**src/rtl/lsu_ctrl.sv**
```systemverilog
// ----------------------------------------------------------------------------
// lsu_ctrl
//   Load/store control stage sitting directly in front of a byte-addressable
//   data memory. It accepts one core request at a time over a valid/ready
//   handshake and checks funct3 legality and address range. Aligned accesses
//   go to memory as a single access. Misaligned accesses are either split into
//   byte accesses or rejected. Exactly one response (rdata/err) is returned
//   per accepted request.
//
//   Optional feature macro: MISALIGN_SPLIT_EN
//     defined   : misaligned, legal, in-range accesses are split into N byte
//                 accesses (BYTE state) and succeed.
//     undefined : misaligned requests respond with err=1 and never touch
//                 memory; the BYTE state and its counter are not built.
//
// Ports
//   clk, reset    single clock, synchronous active-high reset
//   req_valid     core request valid
//   req_ready     request accepted when high (IDLE only)
//   req_we        1 = store, 0 = load
//   req_addr      byte address
//   req_wdata     store data, right-aligned
//   req_funct3    RV32I load/store funct3
//   rsp_valid     one-cycle response strobe
//   rsp_rdata     extended load data (0 for stores and errors)
//   rsp_err       illegal funct3, out of range, or rejected misalignment
//   mem_wr_en     memory write enable (never high while reset is asserted)
//   mem_addr      memory byte address
//   mem_wr_data   memory write data
//   mem_funct3    memory access size/type
//   mem_rd_data   combinational memory read data, same cycle as mem_addr
// ----------------------------------------------------------------------------
module lsu_ctrl #(
  parameter int ADDR_WIDTH = 32,
  parameter int DATA_WIDTH = 32,
  parameter int MEM_BYTES  = 256
) (
  input  logic                  clk,
  input  logic                  reset,
  input  logic                  req_valid,
  output logic                  req_ready,
  input  logic                  req_we,
  input  logic [ADDR_WIDTH-1:0] req_addr,
  input  logic [DATA_WIDTH-1:0] req_wdata,
  input  logic [2:0]            req_funct3,
  output logic                  rsp_valid,
  output logic [DATA_WIDTH-1:0] rsp_rdata,
  output logic                  rsp_err,
  output logic                  mem_wr_en,
  output logic [ADDR_WIDTH-1:0] mem_addr,
  output logic [DATA_WIDTH-1:0] mem_wr_data,
  output logic [2:0]            mem_funct3,
  input  logic [DATA_WIDTH-1:0] mem_rd_data
);

  typedef enum logic [1:0] {
    S_IDLE   = 2'd0,
    S_ACCESS = 2'd1,
`ifdef MISALIGN_SPLIT_EN
    S_BYTE   = 2'd3,
`endif
    S_RESP   = 2'd2
  } state_e;

  localparam logic [ADDR_WIDTH:0] MEM_LIMIT = (ADDR_WIDTH+1)'(MEM_BYTES);
  localparam logic [2:0]          F3_LB     = 3'b000;
  localparam logic [2:0]          F3_LW     = 3'b010;
  localparam logic [2:0]          F3_LBU    = 3'b100;

  // Access size in bytes from funct3[1:0]; illegal encodings are rejected
  // separately, so their size value does not matter.
  function automatic logic [2:0] access_bytes(input logic [2:0] f3);
    case (f3[1:0])
      2'b00:   access_bytes = 3'd1;
      2'b01:   access_bytes = 3'd2;
      default: access_bytes = 3'd4;
    endcase
  endfunction

  function automatic logic funct3_legal(input logic we, input logic [2:0] f3);
    if (we) funct3_legal = (f3 == 3'b000) || (f3 == 3'b001) || (f3 == 3'b010);
    else    funct3_legal = (f3 == 3'b000) || (f3 == 3'b001) || (f3 == 3'b010) ||
                           (f3 == 3'b100) || (f3 == 3'b101);
  endfunction

`ifdef MISALIGN_SPLIT_EN
  // Sign/zero extension of assembled byte-lane data for a split load.
  function automatic logic [DATA_WIDTH-1:0] load_extend(input logic [2:0]            f3,
                                                        input logic [DATA_WIDTH-1:0] raw);
    logic signed [7:0]  b;
    logic signed [15:0] h;
    b = $signed(raw[7:0]);
    h = $signed(raw[15:0]);
    case (f3)
      3'b000:  load_extend = DATA_WIDTH'(b);
      3'b001:  load_extend = DATA_WIDTH'(h);
      3'b100:  load_extend = {{(DATA_WIDTH-8){1'b0}}, raw[7:0]};
      3'b101:  load_extend = {{(DATA_WIDTH-16){1'b0}}, raw[15:0]};
      default: load_extend = raw;
    endcase
  endfunction
`endif

  state_e                  state_q, state_d;
  logic                    we_q, we_d;
  logic [ADDR_WIDTH-1:0]   addr_q, addr_d;
  logic [DATA_WIDTH-1:0]   wdata_q, wdata_d;
  logic [2:0]              funct3_q, funct3_d;
  logic [DATA_WIDTH-1:0]   rdata_q, rdata_d;
  logic                    err_q, err_d;
  logic                    mem_wr_en_raw;
`ifdef MISALIGN_SPLIT_EN
  logic [1:0]              k_q, k_d;
  logic [DATA_WIDTH-1:0]   merged;
`endif

  // Request classification, evaluated on the raw request inputs in IDLE.
  logic [2:0]              req_n;
  logic [2:0]              req_nm1;
  logic [1:0]              req_mask;
  logic [ADDR_WIDTH:0]     req_last;
  logic                    req_legal;
  logic                    req_oob;
  logic                    req_aligned;

  always_comb begin
    req_n       = access_bytes(req_funct3);
    req_nm1     = req_n - 3'd1;
    req_mask    = req_nm1[1:0];
    // One extra bit so an address near the top of the space cannot wrap.
    req_last    = {1'b0, req_addr} + {{(ADDR_WIDTH-2){1'b0}}, req_nm1};
    req_legal   = funct3_legal(req_we, req_funct3);
    req_oob     = (req_last >= MEM_LIMIT);
    req_aligned = ((req_addr[1:0] & req_mask) == 2'b00);
  end

  always_comb begin
    state_d       = state_q;
    we_d          = we_q;
    addr_d        = addr_q;
    wdata_d       = wdata_q;
    funct3_d      = funct3_q;
    rdata_d       = rdata_q;
    err_d         = err_q;
`ifdef MISALIGN_SPLIT_EN
    k_d           = k_q;
    merged        = rdata_q;
`endif
    req_ready     = 1'b0;
    rsp_valid     = 1'b0;
    rsp_rdata     = '0;
    rsp_err       = 1'b0;
    mem_wr_en_raw = 1'b0;
    mem_addr      = '0;
    mem_wr_data   = '0;
    mem_funct3    = F3_LW;

    unique case (state_q)
      S_IDLE: begin
        req_ready = 1'b1;
        if (req_valid) begin
          we_d     = req_we;
          addr_d   = req_addr;
          wdata_d  = req_wdata;
          funct3_d = req_funct3;
          rdata_d  = '0;
          err_d    = 1'b0;
          if (!req_legal || req_oob) begin
            err_d   = 1'b1;
            state_d = S_RESP;
          end else if (req_aligned) begin
            state_d = S_ACCESS;
          end else begin
`ifdef MISALIGN_SPLIT_EN
            k_d     = 2'd0;
            state_d = S_BYTE;
`else
            err_d   = 1'b1;
            state_d = S_RESP;
`endif
          end
        end
      end

      S_ACCESS: begin
        mem_addr      = addr_q;
        mem_funct3    = funct3_q;
        mem_wr_data   = wdata_q;
        mem_wr_en_raw = we_q;
        if (!we_q) rdata_d = mem_rd_data;
        state_d = S_RESP;
      end

`ifdef MISALIGN_SPLIT_EN
      S_BYTE: begin
        mem_addr      = addr_q + ADDR_WIDTH'(k_q);
        mem_funct3    = we_q ? F3_LB : F3_LBU;
        mem_wr_data   = {{(DATA_WIDTH-8){1'b0}}, wdata_q[{k_q, 3'b000} +: 8]};
        mem_wr_en_raw = we_q;
        // Byte k lands in lane k; the LBU result is zero-extended so only
        // its low byte carries data.
        merged[{k_q, 3'b000} +: 8] = mem_rd_data[7:0];
        if (!we_q) rdata_d = merged;
        if ({1'b0, k_q} == access_bytes(funct3_q) - 3'd1) begin
          if (!we_q) rdata_d = load_extend(funct3_q, merged);
          state_d = S_RESP;
        end else begin
          k_d = k_q + 2'd1;
        end
      end
`endif

      S_RESP: begin
        rsp_valid = 1'b1;
        rsp_rdata = rdata_q;
        rsp_err   = err_q;
        state_d   = S_IDLE;
      end

      default: state_d = S_IDLE;
    endcase
  end

  // A reset cycle must never write memory, even mid-access.
  assign mem_wr_en = mem_wr_en_raw && !reset;

  always_ff @(posedge clk) begin
    if (reset) begin
      state_q <= S_IDLE;
`ifdef MISALIGN_SPLIT_EN
      k_q     <= 2'd0;
`endif
    end else begin
      state_q <= state_d;
`ifdef MISALIGN_SPLIT_EN
      k_q     <= k_d;
`endif
    end
  end

  // Request payload and response data are only observed in states entered
  // after they are loaded, so they carry no reset.
  always_ff @(posedge clk) begin
    we_q     <= we_d;
    addr_q   <= addr_d;
    wdata_q  <= wdata_d;
    funct3_q <= funct3_d;
    rdata_q  <= rdata_d;
    err_q    <= err_d;
  end

endmodule

```
**config.mk**
```make
export PLATFORM = sky130hd
export DESIGN_NAME = lsu_ctrl
export DESIGN_NICKNAME = d
export VERILOG_FILES = /design/src/rtl/lsu_ctrl.sv
export SDC_FILE = /design/constraint.sdc
export NUM_CORES = 1
export LEC_CHECK = 0
export BUFFER_PORTS_ARGS = -buffer_cell sky130_fd_sc_hd__buf_4
export CAP_MARGIN = 20
export CORE_UTILIZATION = 42
export DETAILED_ROUTE_END_ITERATION = 6
export PLACE_DENSITY = 0.71
export SLEW_MARGIN = 10
export SYNTH_ARGS = -nofsm -noshare
export SYNTH_HDL_FRONTEND = slang
export SYNTH_SLANG_ARGS = --single-unit
```
**constraint.sdc**
```tcl
create_clock -name clk -period 3.95 [get_ports clk]
set_input_delay 0.79 -clock clk [delete_from_list [all_inputs] [get_ports clk]]
set_output_delay 0.79 -clock clk [all_outputs]
set_load 0.005 [all_outputs]
```
==> impl_metrics.tcl, run 1 <==
set metrics [dict create \
    core_um2 11500 \
    irDropWorstVdd_mv 0.229 \
    clkTransAtPathRegs_ns 0.07 \
    drive_gt1_share_pct 37.9 \
    setup_viol 0 \
    cpMaxStageDelayCell "a2111oi_0" \
    period_needed_ns 3.19 \
    fin_nets 714 \
    worstSkewPairLatency_ns 0.35 \
    syn_to_final_growth_pct 40.1 \
    die_area_um2 12200 \
    grt_pass1_wl_mm 19.8 \
    rows 39 \
    end_kind "flop" \
    nFillCells 981 \
    gp_congestion 0.913 \
    drtPass1Iterations 6 \
    ys_top_cells_by_count "and2_1 (136), edfxtp_1 (101), clkbuf_1 (15), nand2_1 (15), nor2_1 (14)" \
    overflow 0 \
    dp_hpwl_mm 9.38 \
    cp.required_ns 4.17 \
    fin_cells 755 \
    tightest_slew_ns 0.990 \
    synthDistinctLibCells 55 \
    cts_setup_buffers 0 \
    critPathBufInv 1 \
    skew_ns 0.00404 \
    cp_max_fo 7 \
    hold-worst-slack_ns 0.585 \
    rsz0062_at_grt "no" \
    syn_inst 404 \
    yosysMostFrequentCell "and2_1" \
    num_antenna_cells 0 \
    yosys_most_used_dff "edfxtp_1" \
    start_util_pct 43.2 \
    hold_violations 0 \
    min_period_over_period_pct 80.7 \
    drt_iter0_drc 219 \
    slew_headroom_pct 33.7 \
    min_path_type "reg2reg" \
    htreeDepth 3 \
    synth_area_leaders "edfxtp_1 (61%), and2_1 (17%), nand4_1 (1.6%)" \
    status "completed" \
    p_per_area_nw_per_um2 343 \
    cts-resized-gates 0 \
    via_count 3920 \
    avgSynthCellArea_um2 12.3 \
    yosysSeqAreaShare_pct 62.0 \
    post-route-cell-area_um2 6940 \
    synth_edf_count 101 \
    path_cells "buf_4 -> or2_2 -> ha_1 -> fa_1 -> a21oi_1 -> nor3_1 -> a21boi_0 -> a211oi_1 -> nand4_1 -> and4b_1 -> a2111oi_0" \
    synth.top_cell.area_share_pct 61.2 \
    grt_pass1_vias 3683 \
    antenna_found_initial 0 \
    ys_async_sr_fraction_pct 0 \
    cts_made_buffers 9 \
    synth_area_leader_cell "edfxtp_1" \
    drc 0 \
    cp_top_family "compound AO/OA/AOI/OAI gates" \
    yosysWarnings 0 \
    dpl_cell_area_um2 6650 \
    fmaxAchievable_mhz 314 \
    grt_usage_pct 20.9 \
    ctsHoldBuffers 0 \
    antenna_left 0 \
    port-buffer-count 205 \
    tritoncts "done" \
    fin_util_pct 60.5 \
    synth-seq-cells 103 \
    max_stage_delay_ns 0.39 \
    die_x_um 111 \
    synth_fp_nets 511 \
    cts.path.max_buffers 2 \
    start_kind "primary input" \
    cts.sink_count 103 \
    die_y_um 111 \
    via_per_inst 5.19 \
    wirelength_mm 12.8 \
    avgRoutedWirePerCell_um 17.0 \
    slew_violations 0 \
    path_class "in2reg" \
    cts_root_buf "clkbuf_16" \
    synth_area_um2 4960 \
    power.leakage_nw 2.87 \
    drv_cap 0 \
    tns_ns 0 \
    grt_max_degree 71 \
    arrival_ns 3.41 \
    io-pin-count 206 \
    dp.cells 739 \
]
==> cell type report <==
cell class / count / area (µm²) / area share [%]
clock buffers: 11 / 233 / 3.35
clock inverters: 5 / 56.3 / 0.811
inverters: 2 / 7.51 / 0.108
multi-input cells: 282 / 1820 / 26.3
flip-flops and latches: 103 / 3070 / 44.3
well taps: 143 / 179 / 2.58
repair buffers: 209 / 1570 / 22.6
==> kinds of logic (layout without fill, tap and decap cells) <==
group                      after synthesis  after routing  share of synthesized area (%)
adders and majority gates                4              4                           1.16
DFF                                    103            103                           62.0
xor gates and xnor gates                 1              1                          0.177
and+or+nand+nor                        230            230                           28.2
buffers and inverters                   19            227                           1.49
muxes                                    3              3                          0.606
AOI/OAI and AO/OA                       43             43                           6.31
other                                    1              1                         0.0757
==> layer usage <==
| metal | part of all wire [%] | up-vias | global-route usage (%) | wire, µm |
|---|---|---|---|---|
| li1 | - | 1879 | - | - |
| met5 | 0 | - | 0 | 0 |
| met2 | 49 | 177 | 34.3 | 6300 |
| met4 | 2.5 | 0 | 9.60 | 318 |
| met3 | 6.9 | 23 | 5.43 | 881 |
| met1 | 41 | 1841 | 25.9 | 5310 |
==> placed cells by master (no fill, tap or decap), drive strengths merged, types with 6 or more instances in the layout <==
master and count:
buf 209, and2 136, edfxtp 101, nand2 15, nand4 14, nor2 14, a21oi 11, clkbuf 11
nor3 9, nand3 8, o21ai 7, nor4 6
==> through the flow <==
stage / setup WS, ns / total power, mW
finish: 0.763 / 2.38
global route: 0.547 / 2.47
CTS: 0.819 / 2.41
detailed placement: 0.435 / 1.52
global placement: 0.472 / 1.52
floorplan: 0.892 / 1.38
==> registers in the layout, indices dropped and copies added, names as in the netlist <==
register,flops
funct3_q,3
err_q,1
we_q,1
addr_q,32
rdata_q,32
state_q,2
wdata_q,32
==> path summary, 6_finish.rpt <==
kind	from	to	slack, ns	depth (start not counted)
worst max-delay path	req_funct3[0]	state_q[1]	0.76	11
worst max register to register	state_q[0]	rdata_q[29]	1.81	5
worst min register to register	state_q[0]	state_q[1]	0.58	2
worst min-delay path	state_q[0]	state_q[1]	0.58	2
==> power breakdown <==
group | leakage, nW | internal (mW) | switching, mW
registers | 0.988 | 1.27 | 0.0122
clock network | 0.142 | 0.493 | 0.390
logic | 1.74 | 0.110 | 0.108
total | 2.87 | 1.87 | 0.511
==> worst min-delay path, stage by stage (launching register included) <==
cell and delay [ns]:
dfxtp_1 0.34, nor2_1 0.12, a2111oi_0 0.07
No activity file was read; power rests on OpenSTA's default activity.
==> run 2, diff against run 1 <==
==> constraint.sdc (replaced) <==
create_clock -name clk -period 3.15 [get_ports clk]
set_input_delay 0.63 -clock clk [delete_from_list [all_inputs] [get_ports clk]]
set_output_delay 0.63 -clock clk [all_outputs]
set_load 0.005 [all_outputs]
==> run 2 against run 1 <==
Against the previous run:
- via count barely moved
- register-to-register slack worse by 0.41 ns
- clock skew rose by 0.0018 ns
- final cell count up 1.5%
- largest cell class unchanged
- setup slack got worse by 0.57 ns
- wire length up 2.5%
- die area did not move
- clock power grew 28%
==> impl_metrics.tcl, run 2 (synthesis results as in run 1) <==
set metrics [dict create \
    grt_pass1_vias 3722 \
    dpl_cell_area_um2 6750 \
    avgRoutedWirePerCell_um 17.1 \
    die_x_um 111 \
    power.leakage_nw 2.93 \
    die_area_um2 12200 \
    hold_depth 1 \
    antenna_left 0 \
    fmaxAchievable_mhz 338 \
    htreeDepth 3 \
    drv_cap 0 \
    path_cells "buf_4 -> or2_2 -> ha_1 -> fa_1 -> a21oi_1 -> nor3_1 -> a311o_1 -> o21ai_0 -> nand3_1 -> and4b_1 -> nand2_1" \
    core_um2 11500 \
    slew_headroom_pct 39.4 \
    drc 0 \
    status "completed" \
    cp_max_fo 7 \
    overflow 0 \
    r2r_cells 2 \
    drive_gt1_share_pct 39.2 \
    drtPass1Iterations 4 \
    setup_ws_ns 0.190 \
    worstSkewPairLatency_ns 0.34 \
    reg2reg_slack_ns 1.40 \
    pre_cts_ws_ns -0.159 \
    path_class "in2reg" \
    cts.path.max_buffers 2 \
    min_path_type "in2reg" \
    r2r-start "state_q[1]" \
    syn_to_final_growth_pct 42.1 \
    cts-resized-gates 0 \
    via_count 3917 \
    tightest_slew_ns 0.908 \
    reg2reg_to "wdata_q[1]" \
    start_kind "primary input" \
    hold_end "wdata_q[23]" \
    arrival_ns 3.06 \
    worstHoldStart "req_wdata[23]" \
    hold-worst-slack_ns 0.458 \
    dp_hpwl_mm 9.57 \
    fin_nets 725 \
    cts_made_buffers 9 \
    cp.required_ns 3.25 \
    clkTransAtPathRegs_ns 0.07 \
    setup_viol 0 \
    post-route-cell-area_um2 7040 \
    gp_congestion 0.859 \
    port-buffer-count 205 \
    cts.sink_count 103 \
    period_needed_ns 2.96 \
    grt_max_degree 96 \
    p_per_area_nw_per_um2 429 \
    tritoncts "done" \
    reg.largest.list "addr_q (32), rdata_q (32), wdata_q (32)" \
    io-pin-count 206 \
    wirelength_mm 13.1 \
    die_y_um 111 \
    cts_root_buf "clkbuf_16" \
    end_kind "flop" \
    grt_usage_pct 21.3 \
    via_per_inst 5.11 \
    max_stage_delay_ns 0.39 \
    ctsHoldBuffers 0 \
    start_util_pct 43.2 \
    final_common_cell "buf_4" \
    num_antenna_cells 0 \
    cts_setup_buffers 0 \
    hold_violations 0 \
    skew_ns 0.00582 \
    cpMaxStageDelayCell "a311o_1" \
    irDropWorstVdd_mv 0.236 \
    min_period_over_period_pct 94.0 \
    slew_violations 0 \
    fin_util_pct 61.4 \
    drt_iter0_drc 251 \
    rsz0062_at_grt "no" \
    rows 39 \
    antenna_found_initial 0 \
    grt_pass1_wl_mm 20.2 \
    final_cell_mix "buf_4 (219), and2_1 (135), edfxtp_1 (101)" \
]
==> run 2: cell types whose count changed in the layout (fill, tap and decap cells not counted) <==
cell,before,now
buf_12,0,1
buf_4,209,219
clkbuf_1,2,0
clkinv_1,1,2
clkinv_4,0,1
inv_6,2,1
inv_8,0,1
==> run 2: area by class of cell <==
cell class,count,area [µm²]
fill,958,4420
sequential,103,3070
multi-input combinational,282,1820
timing repair buffer,220,1660
clock buffer,9,225
tap,143,179
clock inverter,7,71.3
inverter,2,7.51
==> run 2: how the worst max path moves through the flow <==
stage / start / endpoint / slack (ns) / depth (start not counted)
2_1_floorplan: req_funct3[0] / err_q / 0.25 / 10
3_3_place_gp: req_funct3[0] / err_q / -0.14 / 11
3_5_place_dp: req_funct3[0] / state_q[1] / -0.16 / 12
4_1_cts: req_funct3[0] / state_q[1] / 0.21 / 12
5_1_grt: req_funct3[0] / state_q[1] / 0.008 / 12
6_report: req_funct3[0] / err_q / 0.19 / 11
==> run 2: critical path: cells and delay by family <==
kind                     cells  cell delay [ns]
AND/OR/NAND/NOR              5             0.93
AO/OA/AOI/OAI                3             0.80
adder cells (fa/ha/maj)      2             0.59
buffers and inverters        1             0.11
==> run 2: where the power goes <==
| part | total (mW) | leakage [nW] | internal (mW) | switching, mW |
|---|---|---|---|---|
| Clock | 1.13 | 0.147 | 0.620 | 0.512 |
| Combinational | 0.283 | 1.80 | 0.144 | 0.139 |
| Sequential | 1.60 | 0.988 | 1.59 | 0.0146 |
==> run 2: routing by layer <==
| metal | up-vias | global-route usage (%) | routed length (µm) |
|---|---|---|---|
| li1 | 1902 | - | - |
| met1 | 1832 | 28.2 | 5660 |
| met2 | 163 | 34.7 | 6390 |
| met3 | 20 | 3.95 | 798 |
| met4 | 0 | 8.53 | 274 |
| met5 | - | 0 | 0 |
==> run 2: stage by stage <==
step,total power [mW],setup TNS [ns],std cells
after floorplan,1.73,0,404
after detailed placement,1.92,-0.394,750
after CTS,3.05,0,766
after global routing,3.12,0,766
final,3.02,0,766
after global placement,1.91,-0.359,750
==> run 3, diff against run 2 <==
--- a/config.mk
+++ b/config.mk
@@ -5,11 +5,13 @@
 export SDC_FILE = /design/constraint.sdc
 export NUM_CORES = 1
 export LEC_CHECK = 0
+export ABC_AREA = 1
+export ABC_CLOCK_PERIOD_IN_PS = 3150
 export BUFFER_PORTS_ARGS = -buffer_cell sky130_fd_sc_hd__buf_4
 export CAP_MARGIN = 20
 export CORE_UTILIZATION = 42
 export DETAILED_ROUTE_END_ITERATION = 6
-export PLACE_DENSITY = 0.71
+export PLACE_DENSITY = 0.7
 export SLEW_MARGIN = 10
 export SYNTH_ARGS = -nofsm -noshare
 export SYNTH_HDL_FRONTEND = slang
==> run 3 against run 2 <==
Against the previous run:
- flip-flop and latch count is the same
- fmax grew 11%
- wire length grew 4.3%
- largest cell class unchanged
- largest power group unchanged
- highest routed layer unchanged
==> impl_metrics.tcl, run 3 <==
set metrics [dict create \
    avgSynthCellArea_um2 8.30 \
    cts.path.max_buffers 2 \
    slew_headroom_pct 52.6 \
    drive_gt1_share_pct 30.0 \
    hold_violations 0 \
    cts-resized-gates 0 \
    synth-seq-cells 103 \
    cts_setup_buffers 0 \
    rows 40 \
    min_path_type "in2reg" \
    antenna_left 0 \
    yosys_most_used_dff "edfxtp_1" \
    via_per_inst 4.48 \
    tritoncts "done" \
    drc 0 \
    avgRoutedWirePerCell_um 13.3 \
    die_x_um 115 \
    drv_cap 0 \
    synth_fp_nets 756 \
    syn_to_final_growth_pct 38.2 \
    synth_area_leader_cell "edfxtp_1" \
    end_kind "flop" \
    dp_hpwl_mm 10.5 \
    p_per_area_nw_per_um2 408 \
    path_class "in2reg" \
    grt_usage_pct 21.0 \
    die_area_um2 13300 \
    grt_pass1_vias 4307 \
    gp_congestion 0.870 \
    via_count 4616 \
    irDropWorstVdd_mv 0.248 \
    drtPass1Iterations 4 \
    fmaxAchievable_mhz 374 \
    status "completed" \
    reg.largest.list "addr_q (32), rdata_q (32), wdata_q (32)" \
    final_common_cell "buf_4" \
    yosysMostFrequentCell "nor2_1" \
    start_kind "primary input" \
    final_cell_mix "buf_4 (209), nor2_1 (173), inv_1 (162)" \
    clkTransAtPathRegs_ns 0.07 \
    skew_ns 0.00497 \
    antenna_found_initial 0 \
    arrival_ns 2.78 \
    tns_ns 0 \
    cp.required_ns 3.25 \
    tightest_slew_ns 0.711 \
    overflow 0 \
    slew_violations 0 \
    post-route-cell-area_um2 7440 \
    core_um2 12300 \
    dpl_cell_area_um2 7150 \
    htreeDepth 3 \
    port-buffer-count 205 \
    power.leakage_nw 3.80 \
    cts.sink_count 103 \
    cts_root_buf "clkbuf_16" \
    synth.top_cell.area_share_pct 56.3 \
    die_y_um 115 \
    rsz0062_at_grt "no" \
    drt_iter0_drc 257 \
    synth_edf_count 101 \
    min_period_over_period_pct 84.9 \
    worstSkewPairLatency_ns 0.34 \
    synthDistinctLibCells 27 \
    start_util_pct 43.9 \
    yosysWarnings 0 \
    setup_viol 0 \
    io-pin-count 206 \
    fin_nets 964 \
    ys_top_cells_by_count "nor2_1 (174), inv_1 (162), nand2_1 (115)" \
    grt_max_degree 72 \
    wirelength_mm 13.7 \
    ys_async_sr_fraction_pct 0 \
    cts_made_buffers 9 \
    cp_max_fo 6 \
    grt_pass1_wl_mm 21.0 \
    syn_inst 649 \
    yosysSeqAreaShare_pct 57.1 \
    period_needed_ns 2.67 \
    num_antenna_cells 0 \
    synth_area_um2 5380 \
    ctsHoldBuffers 0 \
    synth_area_leaders "edfxtp_1 (56%), nor2_1 (12%), inv_1 (11%)" \
]
==> run 3: cell types whose count changed after synthesis, moves of 8 or more <==
cell | before | now
a21oi_1 | 11 | 3
and2_1 | 136 | 0
inv_1 | 2 | 162
nand2_1 | 15 | 115
nand3_1 | 8 | 20
nand4_1 | 13 | 2
nor2_1 | 14 | 174
nor2_2 | 0 | 12
nor3_1 | 9 | 0
==> run 3: layer usage <==
layer	GRT usage, %	share of wire (%)
met5	0	0
met4	8.66	1.2
met3	4.32	7.0
met2	36.3	49
met1	25.7	43
==> run 3: power by group <==
group	switching [mW]	internal, mW
clock network	0.484	0.619
logic	0.179	0.149
registers	0.0182	1.59
total	0.681	2.35
==> run 3: metrics by stage <==
step	utilization (%)	total power, mW	hold WS [ns]	worst slack, ns	cells
global placement	58.3	1.96	0.494	0.157	1014
global route	60.7	3.16	0.436	0.312	1030
finish	60.7	3.04	0.460	0.476	1030
floorplan	-	1.77	0.476	0.233	649
detailed placement	58.3	1.96	0.507	0.132	1014
CTS	60.7	3.07	0.442	0.494	1030
==> run 3: final timing paths <==
check                start     endpoint  slack [ns]  depth (start not counted)
max reg2reg     state_q[0]   rdata_q[3]        1.08                          6
min reg2reg     state_q[0]   state_q[1]        0.51                          2
max          req_funct3[1]        err_q        0.48                         16
min          req_wdata[28]  wdata_q[28]        0.46                          1
==> run 3: cell families after synthesis <==
logic type / share of synthesized area (%)
compound gates: 1.60
xor+xnor: 0.163
simple gates: 27.6
fa+ha+maj: 1.07
other cells: 0.0697
buf+inv: 12.4
flops: 57.1
==> run 3: area by class of cell <==
| type | instances | area [µm²] |
|---|---|---|
| clock buffers | 11 | 233 |
| clock inverters | 5 | 57.6 |
| fillers | 1099 | 4820 |
| inverters | 165 | 621 |
| multi-input cells | 368 | 1660 |
| flip-flops and latches | 103 | 3070 |
| well taps | 168 | 210 |
| repair buffers | 210 | 1590 |
==> run 3: worst max-delay path, cell delays in order <==
cell and delay, ns:
buf_4 0.14, or2_2 0.28, ha_1 0.26, fa_1 0.39
nand3_1 0.09, nand2_1 0.14, nand2_4 0.13, nand2_1 0.06
a21oi_1 0.12, nand2_1 0.07, nor2_1 0.09, nand2_1 0.07
nor2_2 0.07, nand2_1 0.06, nor2_2 0.12, inv_2 0.05
